===== config.mk =====
export PLATFORM = sky130hd
export DESIGN_NAME = key_entry_ctrl
export DESIGN_NICKNAME = d
export VERILOG_FILES = /design/src/rtl/lock_pkg.sv /design/src/rtl/key_debounce.sv /design/src/rtl/key_entry_ctrl.sv
export SDC_FILE = /design/constraint.sdc
export NUM_CORES = 1
export LEC_CHECK = 0
export CAP_MARGIN = 20
export CORE_UTILIZATION = 55
export DETAILED_ROUTE_END_ITERATION = 10
export GPL_TIMING_DRIVEN = 0
export PLACE_DENSITY = 0.81
export RECOVER_POWER = 25
export SLEW_MARGIN = 20
export SYNTH_ARGS = -nofsm -noshare
export SYNTH_HDL_FRONTEND = slang
export SYNTH_SLANG_ARGS = --single-unit

===== constraint.sdc =====
create_clock -name clk -period 3.46 [get_ports clk]
set_input_delay 0.692 -clock clk [delete_from_list [all_inputs] [get_ports clk]]
set_output_delay 0.692 -clock clk [all_outputs]
set_load 0.01 [all_outputs]

===== src/rtl/lock_pkg.sv =====
// lock_pkg
// Definitions shared by the password-lock datapath: key codes for the
// command keys, the debounce state encoding, the default code length used
// by both the key-entry front end and the lock FSM, and a small key
// classifier.
package lock_pkg;

  localparam int CODE_DIGITS_DEF = 4;

  localparam logic [3:0] KEY_DIGIT_MAX = 4'h9;
  localparam logic [3:0] KEY_ENTER     = 4'hD;
  localparam logic [3:0] KEY_CHANGE    = 4'hE;
  localparam logic [3:0] KEY_CLEAR     = 4'hF;

  typedef enum logic [1:0] {
    DB_REL       = 2'd0,
    DB_PRESS_CHK = 2'd1,
    DB_PRS       = 2'd2,
    DB_REL_CHK   = 2'd3
  } db_state_t;

  typedef enum logic [2:0] {
    KC_DIGIT  = 3'd0,
    KC_BAD    = 3'd1,
    KC_ENTER  = 3'd2,
    KC_CHANGE = 3'd3,
    KC_CLEAR  = 3'd4
  } key_class_t;

  // Maps a 4-bit key value onto the action class the entry logic acts on.
  function automatic key_class_t classify_key(input logic [3:0] k);
    key_class_t c;
    if (k <= KEY_DIGIT_MAX)   c = KC_DIGIT;
    else if (k == KEY_ENTER)  c = KC_ENTER;
    else if (k == KEY_CHANGE) c = KC_CHANGE;
    else if (k == KEY_CLEAR)  c = KC_CLEAR;
    else                      c = KC_BAD;
    return c;
  endfunction

endpackage


===== src/rtl/key_debounce.sv =====
// key_debounce
// Two-flop synchronizer plus debounce FSM for one active-low key.
//   clk    in   system clock
//   rst    in   asynchronous active-high reset
//   key_in in   raw key level, 0 = pressed, may bounce
//   press  out  combinational strobe, high in the cycle whose closing edge
//               moves the FSM into the stable-pressed state; the parent
//               registers it together with its decode results
module key_debounce
  import lock_pkg::*;
#(
  parameter int DB_CYCLES = 4
) (
  input  logic clk,
  input  logic rst,
  input  logic key_in,
  output logic press
);

  localparam int CNT_W = (DB_CYCLES > 2) ? $clog2(DB_CYCLES) : 1;
  localparam logic [CNT_W-1:0] CNT_LAST = CNT_W'(DB_CYCLES - 1);

  logic            key_p0;
  logic            key_p1;
  logic [1:0]      settle;
  logic            armed;
  db_state_t       state;
  db_state_t       state_nxt;
  logic [CNT_W-1:0] cnt;
  logic [CNT_W-1:0] cnt_nxt;

  // ---- stage p0/p1: synchronizer, released level out of reset ----
  // The synchronizer comes out of reset reading "released" whether or not
  // the key really is. 'armed' only rises once a released level has made it
  // through both flops after reset, so a key held across reset must be let
  // go and pressed again before it can produce an event.
  always_ff @(posedge clk or posedge rst) begin
    if (rst) begin
      key_p0 <= 1'b1;
      key_p1 <= 1'b1;
      settle <= 2'b00;
      armed  <= 1'b0;
    end else begin
      key_p0 <= key_in;
      key_p1 <= key_p0;
      settle <= {settle[0], 1'b1};
      if (settle[1] && key_p1)
        armed <= 1'b1;
    end
  end

  // ---- debounce FSM state register ----
  always_ff @(posedge clk or posedge rst) begin
    if (rst) begin
      state <= DB_REL;
      cnt   <= '0;
    end else begin
      state <= state_nxt;
      cnt   <= cnt_nxt;
    end
  end

  always_comb begin
    state_nxt = state;
    cnt_nxt   = cnt;
    press     = 1'b0;
    case (state)
      DB_REL: begin
        if (armed && !key_p1) begin
          state_nxt = DB_PRESS_CHK;
          cnt_nxt   = '0;
        end
      end
      DB_PRESS_CHK: begin
        if (key_p1) begin
          state_nxt = DB_REL;
        end else if (cnt == CNT_LAST) begin
          state_nxt = DB_PRS;
          press     = 1'b1;
        end else begin
          cnt_nxt = cnt + 1'b1;
        end
      end
      DB_PRS: begin
        if (key_p1) begin
          state_nxt = DB_REL_CHK;
          cnt_nxt   = '0;
        end
      end
      DB_REL_CHK: begin
        if (!key_p1) begin
          state_nxt = DB_PRS;
        end else if (cnt == CNT_LAST) begin
          state_nxt = DB_REL;
        end else begin
          cnt_nxt = cnt + 1'b1;
        end
      end
      default: state_nxt = DB_REL;
    endcase
  end

endmodule


===== src/rtl/key_entry_ctrl.sv =====
// key_entry_ctrl
// Key-entry front end of the password lock. Debounces the entry key, samples
// the switch value on each accepted press and turns it into digit entry or
// a command pulse for the lock FSM.
//   clk        in   system clock
//   rst        in   asynchronous active-high reset
//   key_in     in   raw entry key, active low
//   sw         in   4-bit key value, sampled on a press
//   key_evt    out  one-cycle pulse per accepted press
//   code       out  last completed code, first digit in the MS nibble
//   code_valid out  one-cycle pulse, code updated in the same cycle
//   cmd_change out  one-cycle pulse on key E
//   cmd_clear  out  one-cycle pulse on key F
//   entry_err  out  one-cycle pulse on bad key, overflow or short entry
//   digit_cnt  out  digits currently buffered
//   disp_buf   out  live entry buffer, unused nibbles read 0
module key_entry_ctrl
  import lock_pkg::*;
#(
  parameter int DB_CYCLES   = 4,
  parameter int CODE_DIGITS = CODE_DIGITS_DEF
) (
  input  logic                     clk,
  input  logic                     rst,
  input  logic                     key_in,
  input  logic [3:0]               sw,
  output logic                     key_evt,
  output logic [4*CODE_DIGITS-1:0] code,
  output logic                     code_valid,
  output logic                     cmd_change,
  output logic                     cmd_clear,
  output logic                     entry_err,
  output logic [3:0]               digit_cnt,
  output logic [4*CODE_DIGITS-1:0] disp_buf
);

  localparam int BUF_W = 4 * CODE_DIGITS;
  localparam logic [3:0] CNT_FULL = 4'(CODE_DIGITS);

  logic [3:0]       sw_p0;
  logic [3:0]       sw_p1;
  logic             press;
  logic [BUF_W-1:0] shifted;
  logic [BUF_W-1:0] buf_nxt;
  logic [BUF_W-1:0] code_nxt;
  logic [3:0]       cnt_nxt;
  logic             valid_nxt;
  logic             chg_nxt;
  logic             clr_nxt;
  logic             err_nxt;

  key_debounce #(
    .DB_CYCLES (DB_CYCLES)
  ) u_debounce (
    .clk    (clk),
    .rst    (rst),
    .key_in (key_in),
    .press  (press)
  );

  // ---- stage p0/p1: switch synchronizer ----
  always_ff @(posedge clk or posedge rst) begin
    if (rst) begin
      sw_p0 <= 4'h0;
      sw_p1 <= 4'h0;
    end else begin
      sw_p0 <= sw;
      sw_p1 <= sw_p0;
    end
  end

  // Decode acts on the press strobe directly so that key_evt, the command
  // pulse and the buffer update all land on the same clock edge.
  always_comb begin
    buf_nxt     = disp_buf;
    code_nxt    = code;
    cnt_nxt     = digit_cnt;
    valid_nxt   = 1'b0;
    chg_nxt     = 1'b0;
    clr_nxt     = 1'b0;
    err_nxt     = 1'b0;
    shifted     = disp_buf << 4;
    shifted[3:0] = sw_p1;
    if (press) begin
      case (classify_key(sw_p1))
        KC_DIGIT: begin
          if (digit_cnt < CNT_FULL) begin
            buf_nxt = shifted;
            cnt_nxt = digit_cnt + 4'd1;
          end else begin
            err_nxt = 1'b1;
          end
        end
        KC_ENTER: begin
          if (digit_cnt == CNT_FULL) begin
            code_nxt  = disp_buf;
            valid_nxt = 1'b1;
          end else begin
            err_nxt = 1'b1;
          end
          buf_nxt = '0;
          cnt_nxt = 4'd0;
        end
        KC_CHANGE: begin
          chg_nxt = 1'b1;
          buf_nxt = '0;
          cnt_nxt = 4'd0;
        end
        KC_CLEAR: begin
          clr_nxt = 1'b1;
          buf_nxt = '0;
          cnt_nxt = 4'd0;
        end
        default: err_nxt = 1'b1;
      endcase
    end
  end

  // ---- stage p2: registered decode results ----
  always_ff @(posedge clk or posedge rst) begin
    if (rst) begin
      key_evt    <= 1'b0;
      code       <= '0;
      code_valid <= 1'b0;
      cmd_change <= 1'b0;
      cmd_clear  <= 1'b0;
      entry_err  <= 1'b0;
      digit_cnt  <= 4'd0;
      disp_buf   <= '0;
    end else begin
      key_evt    <= press;
      code       <= code_nxt;
      code_valid <= valid_nxt;
      cmd_change <= chg_nxt;
      cmd_clear  <= clr_nxt;
      entry_err  <= err_nxt;
      digit_cnt  <= cnt_nxt;
      disp_buf   <= buf_nxt;
    end
  end

endmodule


==> run_results.csv, run 1 <==
group,metric,value,unit
critical_path,crit_path_start_kind,"flip-flop",
grt,antenna_found_initial,0,
synthesis,synth_warnings,0,
critical_path,critPathSlowestCell,"clkdlybuf4s50_1",
synthesis,syn-cell-area,2400,sq um
sta,setup_ws,1410,ps
cts,post_cts_resized,0,
final_layout,syn2layout_area_growth,29.0,%
sta,rsz0062_at_grt,"false",
route,dr_total_vias,1770,
sta,max_freq,488,MHz
placed_design,gp_congestion,0.826,
route,firstDrtPassIters,4,
pwr,power.leakage,1.44,nW
cts,post_cts_buffers,0,
grt,grt_overflow,0,
die,die_w,68.1,um
pwr,p_per_area,584,nW/um^2
final_layout,layout_commonest_cell,"dfrtp_1",
cts,worstSkewPairLatency,330,ps
pwr,p_sw,0.536,mW
final_layout,num_antenna_cells,0,
cts,clk_pin_slew,60,ps
critical_path,slowest_delay,570,ps
synthesis,synth-edff-count,0,
sta,clock_skew,8.04,ps
synthesis,ys_async_sr_fraction,100,%
pwr,pwr-share-clk,28.6,%
critical_path,cp_max_fo,5,
critical_path,endpoint_kind,"primary output",
sta,setup_tns,0,ps
synthesis,syn_inst,202,
cts,cts_num_sinks,58,
cts,cts.path.max_buffers,2,
pwr,sw_frac_of_total,29.7,%
die,die-area,4640,sq um
synthesis,synth_seq_area_share,60.5,%
die,rows,23,
placed_design,place_hpwl,3.14,mm
critical_path,critical-path-top-delay-family,"buffers and inverters",
die,start_util,58.8,%
grt,use_met2,35.2,%
job,drv_cap,0,
synthesis,yosys_register_bits,58,
die,coreArea,4090,sq um
critical_path,crit_type,"reg2out",
pwr,p_seq_share,49.1,%
route,drcViolationCount,0,
grt,grt_use_total,24.0,%
grt,grt_max_degree,59,
critical_path,critPathBufInv,1,
final_layout,final_cell_mix,"dfrtp_1, clkdlybuf4s50_1, nand2_1",
sta,finalSetupViolations,0,
grt,grt_first_pass_wirelength,7.80,mm
cts,ctsHoldBuffers,0,
synthesis,synth_cell_type_count,39,
sta,period_needed,2050,ps
sta,tightest_slew,691,ps
sta,drv_slew,0,
synthesis,synth.avg_cell_area,11.9,sq um
grt,globalRouteMet1Util,32.7,%
route,drtIter0Drc,128,
placed_design,place_ws,1410,ps
cts,htreeDepth,3,
critical_path,cp.required,2770,ps
pwr,combinationalPowerShare,22.3,%
cts,numCtsBuffers,9,
route,vias_per_cell,5.62,
grt,grtUsageMet3,6.67,%
sta,holdWs,345,ps
placed_design,port_buffers,47,
sta,hold_violations,0,
route,routedWlPerCell,15.0,um
run_status,outcome,"finished clean",
critical_path,worstPathArrival,1360,ps
die,boundaryPins,48,
sta,fin_crit_sh,59.2,%
route,postRouteAntennaNets,0,
pwr,p_int,1.27,mW
critical_path,worstPathCellList,"clkdlybuf4s50_1",
cts,cts_root_buf,"clkbuf_8",
final_layout,fin_nets,270,
synthesis,syn_nets,212,
cts,cts_tree,"yes",
synthesis,dominantRegCellSynth,"dfrtp_1",
pwr,ir_worst_vdd,0.497,mV
die,die_y,68.1,um
hold_path,hold_path.class,"reg2reg",
grt,grt_pass1_vias,1727,
final_layout,drive_above_1_share,14.3,%
grt,busiest_layer,"met2",
route,wirelength,4.74,mm
sta,max_slew_margin,54.0,%
synthesized netlist by cell type (2+ instances only):
library cell | count | area (sq um)
a21o_1 | 2 | 15.0
a221o_1 | 2 | 20.0
a31oi_1 | 2 | 12.5
and3_1 | 3 | 18.8
buf_2 | 4 | 20.0
clkbuf_1 | 3 | 11.3
dfrtp_1 | 56 | 1400
dfstp_2 | 2 | 52.6
ha_1 | 3 | 37.5
inv_1 | 9 | 33.8
mux2_2 | 16 | 180
nand2_1 | 34 | 128
nand2b_1 | 2 | 12.5
nand4_1 | 14 | 87.6
nor2_1 | 7 | 26.3
o211ai_1 | 19 | 143
o21ai_0 | 2 | 10.0
layout make-up:
class,count,area (sq um)
buffer,9,46.3
clock buffer,16,160
fill,290,988
inverter,9,36.3
multi-input combinational,126,868
sequential,58,1450
tap,50,62.6
timing repair buffer,47,470
flip-flops by register name, indices dropped and copies added, names as in the netlist, 2 cells and up, named ones only:
name,cells
sw_p0,4
u_debounce.settle,2
disp_buf,16
sw_p1,4
code,16
u_debounce.cnt,2
digit_cnt,4
per-layer routing:
layer	share of wire [%]	vias up
met3	4.7	11
met5	0	-
met1	48	862
met4	2.0	0
met2	46	50
li1	-	847
power groups by stage:
stage	Combinational, mW	Sequential [mW]	Clock [mW]
after floorplan	0.200	0.902	0
after global placement	0.392	0.896	0
after detailed placement	0.404	0.898	0
after CTS	0.407	0.886	0.528
after global routing	0.451	0.903	0.555
final	0.403	0.888	0.517
path summary, 6_finish.rpt:
| check | slack (ps) | from | cells after the start | end |
|---|---|---|---|---|
| setup / recovery | 1410 | disp_buf[0]$_DFFE_PP0P_ | 1 | disp_buf[0] |
| hold reg to reg | 340 | sw_p0[3]$_DFF_PP0_ | 0 | sw_p1[3]$_DFF_PP0_ |
| hold / removal | 340 | sw_p0[3]$_DFF_PP0_ | 0 | sw_p1[3]$_DFF_PP0_ |
| max in group asynchronous | 2050 | rst | 2 | code[6]$_DFFE_PP0P_ |
| min in group asynchronous | 960 | rst | 2 | cmd_change$_DFF_PP0_ |
| setup reg to reg | 1430 | u_debounce.cnt[0]$_DFFE_PP0P_ | 5 | code[15]$_DFFE_PP0P_ |
stage by stage:
| step | instances | total power [mW] | util (%) | area [sq um] |
|---|---|---|---|---|
| after floorplan | 202 | 1.10 | - | 2400 |
| final | 315 | 1.81 | 75.8 | 3100 |
| after global placement | 299 | 1.29 | 71.8 | 2940 |
| after CTS | 315 | 1.82 | 75.8 | 3100 |
| after detailed placement | 299 | 1.30 | 71.9 | 2940 |
| after global routing | 315 | 1.91 | 75.8 | 3100 |
cell families (layout without fill, tap and decap cells):
logic type | after synthesis | in the layout | synth area share [%]
AND/OR/NAND/NOR | 70 | 70 | 15.5
flip-flops | 58 | 58 | 60.5
buffers and inverters | 18 | 81 | 3.33
AO/OA/AOI/OAI | 35 | 35 | 11.0
multiplexers | 17 | 17 | 7.92
adder cells (fa/ha/maj) | 3 | 3 | 1.56
other | 1 | 1 | 0.156
Note: power is estimated with default switching activity, not from simulation.
==> run 2, diff against run 1 <==
--- a/config.mk
+++ b/config.mk
@@ -6,10 +6,10 @@
 export NUM_CORES = 1
 export LEC_CHECK = 0
 export CAP_MARGIN = 20
-export CORE_UTILIZATION = 55
+export CORE_UTILIZATION = 51
 export DETAILED_ROUTE_END_ITERATION = 10
 export GPL_TIMING_DRIVEN = 0
-export PLACE_DENSITY = 0.81
+export PLACE_DENSITY = 0.76
 export RECOVER_POWER = 25
 export SLEW_MARGIN = 20
 export SYNTH_ARGS = -nofsm -noshare
==> constraint.sdc (replaced) <==
create_clock -name clk -period 2.1 [get_ports clk]
set_input_delay 0.42 -clock clk [delete_from_list [all_inputs] [get_ports clk]]
set_output_delay 0.42 -clock clk [all_outputs]
set_load 0.01 [all_outputs]
==> run_results.csv, run 2 (synthesis gave the netlist of run 1 again) <==
group,metric,value,unit
placed_design,port_buffers,47,
sta,fin_crit_sh,86.9,%
die,boundaryPins,48,
die,die-area,4990,sq um
final_layout,fin_nets,271,
cts,cts_root_buf,"clkbuf_8",
final_layout,drive_above_1_share,15.8,%
run_status,outcome,"complete, but fails checks",
run_status,violations,"design-rule violations",
placed_design,place_hpwl,3.22,mm
placed_design,gp_congestion,0.876,
sta,rsz0062_at_grt,"false",
cts,cts_tree,"yes",
die,start_util,54.1,%
critical_path,cp_max_fo,10,
sta,hold_violations,0,
critical_path,endpoint_kind,"flip-flop",
sta,max_freq,548,MHz
final_layout,final_cell_mix,"dfrtp_1, clkdlybuf4s50_1, nand2_1",
cts,clk_pin_slew,70,ps
grt,antenna_found_initial,0,
route,vias_per_cell,5.59,
route,drcViolationCount,4,
cts,post_cts_resized,0,
die,die_y,70.6,um
grt,grt_use_total,22.0,%
placed_design,dpl_cell_area,2940,sq um
critical_path,rrSetupSlack,280,ps
sta,clock_skew,6.65,ps
route,postRouteAntennaNets,0,
cts,cts_num_sinks,58,
route,routedWlPerCell,15.5,um
cts,worstSkewPairLatency,330,ps
pwr,power,2.99,mW
final_layout,layout_commonest_cell,"dfrtp_1",
route,wirelength,4.92,mm
sta,period_needed,1820,ps
cts,cts.path.max_buffers,2,
grt,grt_max_degree,59,
final_layout,num_antenna_cells,0,
critical_path,r2r-start,"u_debounce.cnt[0]$_DFFE_PP0P_",
die,rows,24,
final_layout,syn2layout_area_growth,29.4,%
sta,drv_slew,0,
critical_path,crit_path_start_kind,"flip-flop",
final_layout,reg_top3,"code x16, disp_buf x16",
hold_path,whs_path_depth,0,
job,drv_cap,0,
critical_path,cp.required,2340,ps
hold_path,min_from,"sw_p0[0]$_DFF_PP0_",
critical_path,crit_type,"reg2reg",
pwr,power.leakage,1.45,nW
route,drtIter0Drc,160,
route,firstDrtPassIters,7,
critical_path,worstPathArrival,2070,ps
route,dr_total_vias,1778,
sta,finalSetupViolations,0,
die,die_w,70.6,um
hold_path,hold_path.class,"reg2reg",
final_layout,final_area,3110,sq um
die,coreArea,4440,sq um
cts,numCtsBuffers,9,
hold_path,min_to,"sw_p1[0]$_DFF_PP0_",
sta,max_slew_margin,23.0,%
grt,grt_overflow,0,
sta,tightest_slew,1150,ps
critical_path,r2r_end,"disp_buf[7]$_DFFE_PP0P_",
grt,grt_pass1_vias,1678,
critical_path,reg2reg_depth,6,
cts,htreeDepth,3,
pwr,ir_worst_vdd,0.555,mV
pwr,p_per_area,963,nW/um^2
grt,grt_first_pass_wirelength,8.25,mm
==> run 2: cell type report <==
class	count	area (sq um)
Sequential cell	58	1450
Clock inverter	3	15.0
Fill cell	338	1340
Clock buffer	13	149
Timing Repair Buffer	48	478
Buffer	9	46.3
Tap cell	52	65.1
Inverter	9	33.8
Multi-Input combinational cell	126	868
==> run 2: layer usage <==
layer,GRT usage (%),up-vias,part of all wire (%)
li1,-,845,-
met1,30.7,879,47
met2,31.5,47,46
met3,5.27,7,5.1
met4,13.6,0,1.4
met5,0,-,0
==> run 2: critical path, cell delays in order (launching register included) <==
cell	delay (ps)
dfrtp_1	430
ha_1	310
nand4bb_4	160
inv_1	160
clkbuf_1	390
nand4_1	160
o211ai_1	110
==> run 2: worst max-delay path by stage <==
stage | end | cells past startpoint | slack, ps | start
3_3_place_gp | code[15]$_DFFE_PP0P_ | 2 | -770 | rst
3_5_place_dp | code[3]$_DFFE_PP0P_ | 5 | 70 | u_debounce.cnt[0]$_DFFE_PP0P_
4_1_cts | code[0]$_DFFE_PP0P_ | 5 | 50 | u_debounce.cnt[0]$_DFFE_PP0P_
6_report | disp_buf[7]$_DFFE_PP0P_ | 6 | 280 | u_debounce.cnt[0]$_DFFE_PP0P_
2_1_floorplan | asynchronous set/reset pin | 1 | 260 | rst
5_1_grt | disp_buf[2]$_DFFE_PP0P_ | 6 | 110 | u_debounce.cnt[0]$_DFFE_PP0P_
==> run 2: timing repair <==
action,CTS,global route
setup buffers,0,1
setup endpoints to repair,0,10
hold endpoints to repair,0,0
hold buffers,0,0
==> run 2: report_power, final <==
part,switching (mW),internal (mW)
registers,0.195,1.27
logic,0.304,0.360
clock network,0.408,0.455
==> run 2: per-stage QoR <==
stage | setup TNS [ps] | util [%] | worst slack, ps | std cells | hold WS [ps]
after floorplan | 0 | - | 255 | 202 | 331
after global placement | -43720 | 66.1 | -775 | 301 | 332
after detailed placement | 0 | 66.2 | 71.9 | 301 | 335
after CTS | 0 | 69.8 | 53.5 | 317 | 348
after global routing | 0 | 70.0 | 107 | 318 | 363
final | 0 | 70.0 | 275 | 318 | 346
==> run 3, diff against run 2 <==
--- a/config.mk
+++ b/config.mk
@@ -6,6 +6,7 @@
 export NUM_CORES = 1
 export LEC_CHECK = 0
 export CAP_MARGIN = 20
+export CORE_MARGIN = 2
 export CORE_UTILIZATION = 51
 export DETAILED_ROUTE_END_ITERATION = 10
 export GPL_TIMING_DRIVEN = 0
==> run_results.csv, run 3 (synthesis gave the netlist of run 1 again) <==
group,metric,value,unit
grt,globalRouteMet1Util,29.0,%
sta,finalSetupViolations,0,
route,drtIter0Drc,132,
grt,use_met2,28.6,%
die,boundaryPins,48,
die,die-area,5280,sq um
critical_path,r2r-start,"u_debounce.cnt[0]$_DFFE_PP0P_",
final_layout,num_antenna_cells,0,
grt,grt_use_total,20.3,%
cts,numCtsBuffers,9,
grt,grt_pass1_vias,1680,
route,dr_total_vias,1753,
grt,grt_max_degree,59,
placed_design,place_ws,97.7,ps
die,rows,24,
hold_path,hold_path.class,"reg2reg",
die,die_y,72.6,um
cts,worstSkewPairLatency,330,ps
sta,holdWs,345,ps
sta,rsz0062_at_grt,"false",
critical_path,endpoint,"code[5]$_DFFE_PP0P_",
cts,cts_root_buf,"clkbuf_8",
job,drv_cap,0,
critical_path,crit_path_start_kind,"flip-flop",
final_layout,finish.utilization,69.5,%
placed_design,place_hpwl,3.23,mm
critical_path,cp.required,2310,ps
cts,cts_tree,"yes",
cts,ctsHoldBuffers,0,
final_layout,drive_above_1_share,14.4,%
critical_path,critical-path-top-delay-family,"simple AND/OR/NAND/NOR gates",
critical_path,reg2reg_depth,5,
critical_path,critPathBufInv,1,
sta,tightest_slew,1140,ps
pwr,ir_worst_vdd,0.677,mV
final_layout,final_cell_mix,"dfrtp_1, clkdlybuf4s50_1, nand2_1",
cts,cts.path.max_buffers,2,
pwr,p_per_area,954,nW/um^2
sta,hold_violations,0,
grt,grtUsageMet3,6.91,%
critical_path,cp_max_fo,10,
critical_path,critPathSlowestCell,"dfrtp_1",
final_layout,fillers,351,
die,coreArea,4440,sq um
route,vias_per_cell,5.57,
pwr,power,2.95,mW
cts,cts_num_sinks,58,
critical_path,crit_type,"reg2reg",
critical_path,slowest_delay,430,ps
run_status,outcome,"finished clean",
sta,period_needed,1950,ps
critical_path,worstPathArrival,2150,ps
route,wirelength,4.75,mm
final_layout,fin_nets,270,
cts,post_cts_resized,0,
sta,clock_skew,7.41,ps
sta,fin_crit_sh,92.8,%
route,drcViolationCount,0,
placed_design,port_buffers,47,
final_layout,seqCellArea,1450,sq um
cts,clk_pin_slew,60,ps
critical_path,r2r_end,"code[5]$_DFFE_PP0P_",
die,start_util,54.1,%
critical_path,endpoint_kind,"flip-flop",
cts,htreeDepth,3,
grt,grt_overflow,0,
route,firstDrtPassIters,4,
grt,antenna_found_initial,0,
grt,grt_first_pass_wirelength,8.01,mm
pwr,power.leakage,1.44,nW
final_layout,multi_input_area,868,sq um
final_layout,syn2layout_area_growth,28.6,%
sta,setup_ws,152,ps
grt,busiest_layer,"met1",
cts,post_cts_buffers,0,
final_layout,reg_top3,"code x16, disp_buf x16",
sta,max_freq,513,MHz
die,die_w,72.6,um
critical_path,worstSetupStartpoint,"u_debounce.cnt[0]$_DFFE_PP0P_",
sta,max_slew_margin,24.1,%
placed_design,gp_congestion,0.878,
critical_path,rrSetupSlack,150,ps
critical_path,worstPathCellList,"ha_1 > nand4bb_4 > nor3_4 > buf_6 > mux2_2",
route,routedWlPerCell,15.1,um
route,postRouteAntennaNets,0,
final_layout,layout_commonest_cell,"dfrtp_1",
sta,drv_slew,0,
critical_path,worst-path-stages,5,
==> run 3: changes by cell type in the layout (fill, tap and decap cells not counted) <==
cell / delta
clkbuf_1: +1
buf_4: -1
clkinv_2: -3
==> run 3: worst min path at each step <==
| stage | from | end | slack [ps] | depth (start not counted) |
|---|---|---|---|---|
| finish | sw_p0[3]$_DFF_PP0_ | sw_p1[3]$_DFF_PP0_ | 350 | 0 |
| global route | sw_p0[3]$_DFF_PP0_ | sw_p1[3]$_DFF_PP0_ | 360 | 0 |
| detailed placement | sw_p0[3]$_DFF_PP0_ | sw_p1[3]$_DFF_PP0_ | 340 | 0 |
| floorplan | sw_p0[0]$_DFF_PP0_ | sw_p1[0]$_DFF_PP0_ | 330 | 0 |
| global placement | sw_p0[1]$_DFF_PP0_ | sw_p1[1]$_DFF_PP0_ | 330 | 0 |
| CTS | sw_p0[3]$_DFF_PP0_ | sw_p1[3]$_DFF_PP0_ | 350 | 0 |
==> run 3: area by class of cell <==
cell class	count	share of cell area, %
plain buffers	9	1.50
flip-flops and latches	58	47.0
inverters	9	1.09
multi-input cells	126	28.1
repair buffers	47	15.2
clock buffers	14	4.94
well taps	52	2.11
==> run 3: per-layer routing <==
metal  up-vias  wire, um
li1        847         -
met2        49      2180
met3         5       258
met1       852      2250
met4         0        64
met5         -         0
==> run 3: worst reg2reg max path, cell delays in order, from the launching register on <==
cell,delay [ps]
dfrtp_1,430
ha_1,300
nand4bb_4,160
nor3_4,370
buf_6,220
mux2_2,350
==> run 3: report_power, final <==
part           internal (mW)  switching, mW  leakage [nW]
clock                  0.448          0.366        0.0766
sequential              1.27          0.194         0.703
combinational          0.360          0.307         0.659
total                   2.08          0.867          1.44
==> run 3: stage by stage <==
step	std cells	setup TNS (ps)	area (sq um)
after floorplan	202	0	2400
after global placement	301	-41840	2940
after detailed placement	301	0	2940
after CTS	315	0	3090
after global routing	315	0	3090
final	315	0	3090
